--- src/rtl/conv3x3_window_gen_pkg.sv ---
// conv_pkg: shared defaults, pixel/window types and FSM state for the
// 3x3 window generator. No ports.
package conv_pkg;

  localparam int DEF_DATA_WIDTH   = 8;
  localparam int DEF_NUM_CHANNELS = 3;

  typedef logic signed [DEF_DATA_WIDTH-1:0]
    pixel_t [DEF_NUM_CHANNELS];

  typedef logic signed [DEF_DATA_WIDTH-1:0]
    window_t [DEF_NUM_CHANNELS][0:2][0:2];

  typedef enum logic [1:0] {
    FILL,
    ACTIVE,
    FRAME_END
  } state_e;

endpackage

--- src/rtl/conv3x3_window_gen_if.sv ---
// Pixel-in / window-out handshake bundle.
// slave: block side (accepts pixels, emits windows); master: source/sink side.
interface conv3x3_window_gen_if #(
  parameter int DATA_WIDTH   = conv_pkg::DEF_DATA_WIDTH,
  parameter int NUM_CHANNELS = conv_pkg::DEF_NUM_CHANNELS
);

  logic                         in_valid;
  logic                         in_ready;
  logic signed [DATA_WIDTH-1:0] pix_in [NUM_CHANNELS];
  logic                         win_valid;
  logic                         win_ready;
  logic signed [DATA_WIDTH-1:0] win_out [NUM_CHANNELS][0:2][0:2];
  logic                         frame_done;

  modport slave (
    input  in_valid, pix_in, win_ready,
    output in_ready, win_valid, win_out, frame_done
  );

  modport master (
    output in_valid, pix_in, win_ready,
    input  in_ready, win_valid, win_out, frame_done
  );

endinterface

--- src/rtl/conv3x3_window_gen_line_buffer.sv ---
// conv_line_buffer: one-row delay line, addressed by column.
// Ports: clk, en (write), addr (column), din (pixel in), dout (pixel one row ago).
module conv_line_buffer #(
  parameter int DATA_WIDTH   = 8,
  parameter int NUM_CHANNELS = 3,
  parameter int DEPTH        = 32,
  parameter int AW           = $clog2(DEPTH)
) (
  input  logic                         clk,
  input  logic                         en,
  input  logic [AW-1:0]                addr,
  input  logic signed [DATA_WIDTH-1:0] din  [NUM_CHANNELS],
  output logic signed [DATA_WIDTH-1:0] dout [NUM_CHANNELS]
);

  logic signed [DATA_WIDTH-1:0] mem_q [DEPTH][NUM_CHANNELS];

  // Read-before-write: dout is the value stored one row earlier.
  always_comb begin
    for (int c = 0; c < NUM_CHANNELS; c++) begin
      dout[c] = mem_q[addr][c];
    end
  end

  always_ff @(posedge clk) begin
    if (en) begin
      for (int c = 0; c < NUM_CHANNELS; c++) begin
        mem_q[addr][c] <= din[c];
      end
    end
  end

endmodule

--- src/rtl/conv3x3_window_gen.sv ---
// 3x3 sliding-window generator over a raster pixel stream (valid conv, no pad).
// Ports: clk, rst (sync, high), io (slave: pixel in, window out, frame_done).
module conv3x3_window_gen
  import conv_pkg::*;
#(
  parameter int DATA_WIDTH   = DEF_DATA_WIDTH,
  parameter int NUM_CHANNELS = DEF_NUM_CHANNELS,
  parameter int IMG_WIDTH    = 32,
  parameter int IMG_HEIGHT   = 32
) (
  input logic                    clk,
  input logic                    rst,
  conv3x3_window_gen_if.slave    io
);

  localparam int CW = $clog2(IMG_WIDTH);
  localparam int RW = $clog2(IMG_HEIGHT);

  typedef logic signed [DATA_WIDTH-1:0] px_t;

  state_e          state_q, state_d;
  logic [CW-1:0]   col_q, col_d;
  logic [RW-1:0]   row_q, row_d;
  logic            win_valid_q, win_valid_d;
  px_t             win_q [NUM_CHANNELS][0:2][0:2];
  px_t             win_d [NUM_CHANNELS][0:2][0:2];
  px_t             sr_q  [NUM_CHANNELS][0:2][0:1];
  px_t             sr_d  [NUM_CHANNELS][0:2][0:1];
  px_t             up1   [NUM_CHANNELS];
  px_t             up2   [NUM_CHANNELS];
  px_t             colv  [NUM_CHANNELS][0:2];
  logic            in_ready;
  logic            accept;
  logic            xfer;
  logic            produce;
  logic            col_last;
  logic            row_last;

  conv_line_buffer #(
    .DATA_WIDTH  (DATA_WIDTH),
    .NUM_CHANNELS(NUM_CHANNELS),
    .DEPTH       (IMG_WIDTH),
    .AW          (CW)
  ) u_lb1 (
    .clk (clk),
    .en  (accept),
    .addr(col_q),
    .din (io.pix_in),
    .dout(up1)
  );

  conv_line_buffer #(
    .DATA_WIDTH  (DATA_WIDTH),
    .NUM_CHANNELS(NUM_CHANNELS),
    .DEPTH       (IMG_WIDTH),
    .AW          (CW)
  ) u_lb2 (
    .clk (clk),
    .en  (accept),
    .addr(col_q),
    .din (up1),
    .dout(up2)
  );

  always_comb begin
    in_ready = (!win_valid_q || io.win_ready)
             && (state_q != FRAME_END);
    accept   = io.in_valid && in_ready;
    xfer     = win_valid_q && io.win_ready;
    col_last = (col_q == CW'(IMG_WIDTH - 1));
    row_last = (row_q == RW'(IMG_HEIGHT - 1));
    produce  = accept && (row_q >= RW'(2))
             && (col_q >= CW'(2));

    col_d = col_q;
    row_d = row_q;
    if (accept) begin
      col_d = col_last ? '0 : col_q + CW'(1);
      if (col_last) begin
        row_d = row_last ? '0 : row_q + RW'(1);
      end
    end

    // New column: row-2 (top), row-1, current pixel (bottom).
    for (int c = 0; c < NUM_CHANNELS; c++) begin
      colv[c][0] = up2[c];
      colv[c][1] = up1[c];
      colv[c][2] = io.pix_in[c];
    end

    sr_d  = sr_q;
    win_d = win_q;
    for (int c = 0; c < NUM_CHANNELS; c++) begin
      for (int i = 0; i < 3; i++) begin
        if (produce) begin
          win_d[c][i][0] = sr_q[c][i][0];
          win_d[c][i][1] = sr_q[c][i][1];
          win_d[c][i][2] = colv[c][i];
        end
        if (accept) begin
          sr_d[c][i][0] = sr_q[c][i][1];
          sr_d[c][i][1] = colv[c][i];
        end
      end
    end

    // A new window replaces a departing one with no bubble.
    win_valid_d = produce ? 1'b1
                : (xfer ? 1'b0 : win_valid_q);

    state_d = state_q;
    unique case (state_q)
      FILL: if (accept && col_last && row_q == RW'(1))
        state_d = ACTIVE;
      ACTIVE: if (accept && col_last && row_last)
        state_d = FRAME_END;
      FRAME_END: if (xfer)
        state_d = FILL;
      default: state_d = FILL;
    endcase
  end

  always_ff @(posedge clk) begin
    sr_q <= sr_d;
    if (rst) begin
      state_q     <= FILL;
      col_q       <= '0;
      row_q       <= '0;
      win_valid_q <= 1'b0;
      for (int c = 0; c < NUM_CHANNELS; c++)
        for (int i = 0; i < 3; i++)
          for (int j = 0; j < 3; j++)
            win_q[c][i][j] <= '0;
    end else begin
      state_q     <= state_d;
      col_q       <= col_d;
      row_q       <= row_d;
      win_valid_q <= win_valid_d;
      win_q       <= win_d;
    end
  end

  assign io.in_ready   = in_ready;
  assign io.win_valid  = win_valid_q;
  assign io.win_out    = win_q;
  assign io.frame_done = (state_q == FRAME_END) && xfer;

endmodule

--- src/flat_wrapper.sv ---
// flat-port wrapper written by rule: the top's interface ports become plain ports
module conv3x3_window_gen_flat import conv_pkg::*;
#(
  parameter int DATA_WIDTH   = DEF_DATA_WIDTH,
  parameter int NUM_CHANNELS = DEF_NUM_CHANNELS,
  parameter int IMG_WIDTH    = 32,
  parameter int IMG_HEIGHT   = 32
)
  (clk, rst, io_in_valid, io_pix_in, io_win_ready, io_in_ready, io_win_valid, io_win_out, io_frame_done);
  conv3x3_window_gen_if #(.DATA_WIDTH(DATA_WIDTH), .NUM_CHANNELS(NUM_CHANNELS)) io_i ();
  input logic clk;
  input logic rst;
  input wire logic [$bits(io_i.in_valid)-1:0] io_in_valid;
  input wire logic [$bits(io_i.pix_in)-1:0] io_pix_in;
  input wire logic [$bits(io_i.win_ready)-1:0] io_win_ready;
  output wire logic [$bits(io_i.in_ready)-1:0] io_in_ready;
  output wire logic [$bits(io_i.win_valid)-1:0] io_win_valid;
  output wire logic [$bits(io_i.win_out)-1:0] io_win_out;
  output wire logic [$bits(io_i.frame_done)-1:0] io_frame_done;
  assign io_i.in_valid = io_in_valid;
  assign io_i.pix_in = {>>{io_pix_in}};
  assign io_i.win_ready = io_win_ready;
  assign io_in_ready = io_i.in_ready;
  assign io_win_valid = io_i.win_valid;
  assign io_win_out = {>>{io_i.win_out}};
  assign io_frame_done = io_i.frame_done;
  conv3x3_window_gen #(.DATA_WIDTH(DATA_WIDTH), .NUM_CHANNELS(NUM_CHANNELS), .IMG_WIDTH(IMG_WIDTH), .IMG_HEIGHT(IMG_HEIGHT)) u_core (.clk(clk), .rst(rst), .io(io_i));
endmodule
--- config.mk ---
export PLATFORM = sky130hd
export DESIGN_NAME = conv3x3_window_gen_flat
export DESIGN_NICKNAME = d
export VERILOG_FILES = /design/src/rtl/conv3x3_window_gen_pkg.sv /design/src/rtl/conv3x3_window_gen_if.sv /design/src/rtl/conv3x3_window_gen_line_buffer.sv /design/src/rtl/conv3x3_window_gen.sv /design/src/flat_wrapper.sv
export SDC_FILE = /design/constraint.sdc
export NUM_CORES = 2
export LEC_CHECK = 0
export ABC_AREA = 1
export CELL_PAD_IN_SITES_DETAIL_PLACEMENT = 1
export CELL_PAD_IN_SITES_GLOBAL_PLACEMENT = 2
export CORE_ASPECT_RATIO = 0.8
export CORE_MARGIN = 2
export CORE_UTILIZATION = 30
export DETAILED_ROUTE_END_ITERATION = 6
export GPL_TIMING_DRIVEN = 1
export PLACE_DENSITY = 0.68
export REMOVE_ABC_BUFFERS = 1
export SETUP_SLACK_MARGIN = 0.1
export SLEW_MARGIN = 5
export SYNTH_ARGS = -nofsm -noshare
export SYNTH_HDL_FRONTEND = slang
export SYNTH_SLANG_ARGS = --single-unit
--- constraint.sdc ---
create_clock -name clk -period 8.8 [get_ports clk]
set_input_delay 0.88 -clock clk [delete_from_list [all_inputs] [get_ports clk]]
set_output_delay 0.88 -clock clk [all_outputs]
set_load 0.02 [all_outputs]
==> run_results.csv <==
group,metric,value,unit
global_routing,grt_pass1_wl,348,mm
routing,drtAntennaViolNets,0,
sta,worst_slack,4.08,ns
die,dieArea,252000,um2
cells_and_area,ff_latch_area,55200,um2
clock_network,cts.sinks,1914,
cells_and_area,multi_input_area,17000,um2
global_routing,grt_pass1_vias,50600,
sta,hold_viol,0,
synth,synth-edff-count,1680,
cells_and_area,area_delta_synth_final,17.0,%
sta,finalSetupViolCount,0,
place,dpl_cell_area,79900,um2
setup_path,end_kind,"register",
global_routing,grt_max_degree,170,
clock_network,ctsHoldBuffers,0,
die,io_pins,247,
sta,drv_slew,0,
flow_run,max_cap_viol_count,0,
sta,finalSetupTns,0,ns
synth,synthCells,6318,
die,rows,163,
routing,wl_per_cell,23.9,um
cells_and_area,fin_nets,6516,
synth,ys_types,25,
synth,synth_most_common_cell,"nand2_1",
routing,vias,49300,
routing,drc_errors,0,
setup_path,crit_type,"register to register",
routing,routed_wl,238,mm
global_routing,antenna_found_initial,23,
pwr,p_leak,30.2,nW
place,gp_congestion,0.753,
pwr,finalPower,0.0210,W
synth,synth_seq_cells,1914,
synth,synthesis.area,74400,um2
sta,rsz0062_at_grt,"no",
place,place_ws,3.23,ns
global_routing,grt.overflow.total,0,
run_status,status,"completed",
setup_path,endpoint,"u_core.u_lb2.mem_q[7][10]",
place,io_buffer_count,246,
synth,syn_area_per_cell,11.8,um2
clock_network,cts_tree,"yes",
routing,firstDrtPassIters,5,
sta,slew-limit-headroom,0.0984,
cells_and_area,drive_above_1_share,0.0724,
routing,drt-initial-drc-count,4229,
global_routing,grt_usage,0.185,
synth,ys_seq_area_frac,0.741,
hold_path,hold_path_class,"register to register",
sta,clock_skew,0.0651,ns
pwr,power_density,241,nW/um2
die,die_w,561,um
sta,holdWs,0.401,ns
setup_path,r2r_cells,10,
cells_and_area,fillCellCount,26500,
sta,min_period,4.72,ns
setup_path,worstPathRequired,9.26,ns
clock_network,clk_latency,0.91,ns
die,die_y,449,um
clock_network,cts_buffers,214,
pwr,ir_drop,0.000173,V
sta,fmax,212,MHz
clock_network,cts_root_buf,"clkbuf_16",
clock_network,path_clk_slew,0.06,ns
sta,fin_crit_sh,0.536,
place,hpwl,129,mm
clock_network,cts_setup_buffers,0,
synth,synth_top_area_cell,"edfxtp_1",
sta,worstMarginPinSlew,1.35,ns
clock_network,ctsHtreeMaxLevel,4,
setup_path,r2r_slack,4.08,ns
die,start_util,0.302,
setup_path,worstPathMaxFanout,146,
cells_and_area,design_area,87000,um2
routing,routed_via_density,4.95,
synth,synthArstFlopShare,0,
clock_network,cts_resized,0,
setup_path,r2r_end,"u_core.u_lb2.mem_q[7][10]",
synth,synth_top_area_frac,0.678,
synth,ys.flop_type,"edfxtp_1",
die,coreArea,247000,um2
synth,netlist_top_cells_count,"nand2_1, edfxtp_1, nand3_1, dfxtp_1, a21oi_1",
synth,synthTopCellsByArea,"edfxtp_1, nand2_1, nand3_1, dfxtp_1, a21oi_1",
clock_network,cts_buffer_depth,4,
synth,yosysWarnings,0,
setup_path,cp-start-kind,"register",
setup_path,arrival,5.18,ns
cell families (layout without fill, tap and decap cells):
| kind of cell | after synthesis | in the layout | synth area share |
|---|---|---|---|
| buffers and inverters | 477 | 812 | 0.0327 |
| AO/OA/AOI/OAI | 278 | 278 | 0.0188 |
| other | 0 | 3 | 0 |
| AND/OR/NAND/NOR | 3640 | 3640 | 0.205 |
| flip-flops | 1914 | 1914 | 0.741 |
| adder cells (fa/ha/maj) | 9 | 9 | 0.00151 |
layout by cell type (no fill, tap or decap), types with 26 or more instances in the layout:
cell                n
a21oi_1           223
buf_4              84
clkbuf_1           64
clkbuf_16         217
clkdlybuf4s50_1   221
clkinv_1           26
clkinv_2           28
dfxtp_1           229
edfxtp_1         1680
inv_1              58
nand2_1          2324
nand3_1          1257
nor2_4             33
o21ai_0            45
report_power, final:
group	total, W	switching (W)	internal, W
Sequential	0.0102	0.0000591	0.0102
Combinational	0.00161	0.00131	0.000308
Clock	0.00912	0.00373	0.00538
per-stage QoR:
step | std cells | utilization
after floorplan | 5917 | -
after global placement | 9563 | 0.324
after detailed placement | 9563 | 0.324
after CTS | 9953 | 0.353
after global routing | 9954 | 0.353
final | 9956 | 0.353
registers in the layout, summed over array words and instances, names as in the netlist, named ones only:
signal,cells
u_core.u_lb1.mem_q,768
u_core.io.win_valid,1
u_core.row_q,5
u_core.col_q,5
u_core.state_q,2
u_core.io.win_out,216
u_core.u_lb2.mem_q,768
u_core.sr_q,144
per-layer routing:
layer,global-route usage,share of wire,vias up
li1,-,-,22300
met1,0.266,0.46,25300
met2,0.291,0.45,1279
met3,0.0309,0.063,301
met4,0.0441,0.022,0
met5,0,0,-
critical path, stage by stage, from the launching register on:
cell and delay (ns):
dfxtp_4 0.80, buf_4 0.62, buf_12 0.61, nand2_1 0.10, nand3_1 0.13, nand3_1 0.09, nand2_1 0.11, nand2_1 0.12
nand3_1 0.37, nand2_1 0.13, inv_1 0.98
how the worst min path moves through the flow:
| stage | cells after the start | from | slack (ns) | to |
|---|---|---|---|---|
| after detailed placement | 0 | u_core.sr_q[38] | 0.44 | u_core.sr_q[46] |
| after global placement | 0 | u_core.sr_q[69] | 0.43 | u_core.sr_q[77] |
| after CTS | 0 | u_core.sr_q[36] | 0.40 | u_core.sr_q[44] |
| after floorplan | 0 | u_core.sr_q[96] | 0.43 | u_core.sr_q[104] |
| final | 0 | u_core.sr_q[36] | 0.40 | u_core.sr_q[44] |
| after global routing | 0 | u_core.sr_q[36] | 0.41 | u_core.sr_q[44] |
area by class of cell:
cell class / instances / share of cell area
Antenna cell: 3 / 0.0000863
Tap cell: 3300 / 0.0475
Inverter: 76 / 0.00368
Clock inverter: 85 / 0.0123
Timing Repair Buffer: 346 / 0.0379
Multi-Input combinational cell: 3927 / 0.196
Sequential cell: 1914 / 0.634
Clock buffer: 305 / 0.0690
No activity file was read; power rests on OpenSTA's default activity.
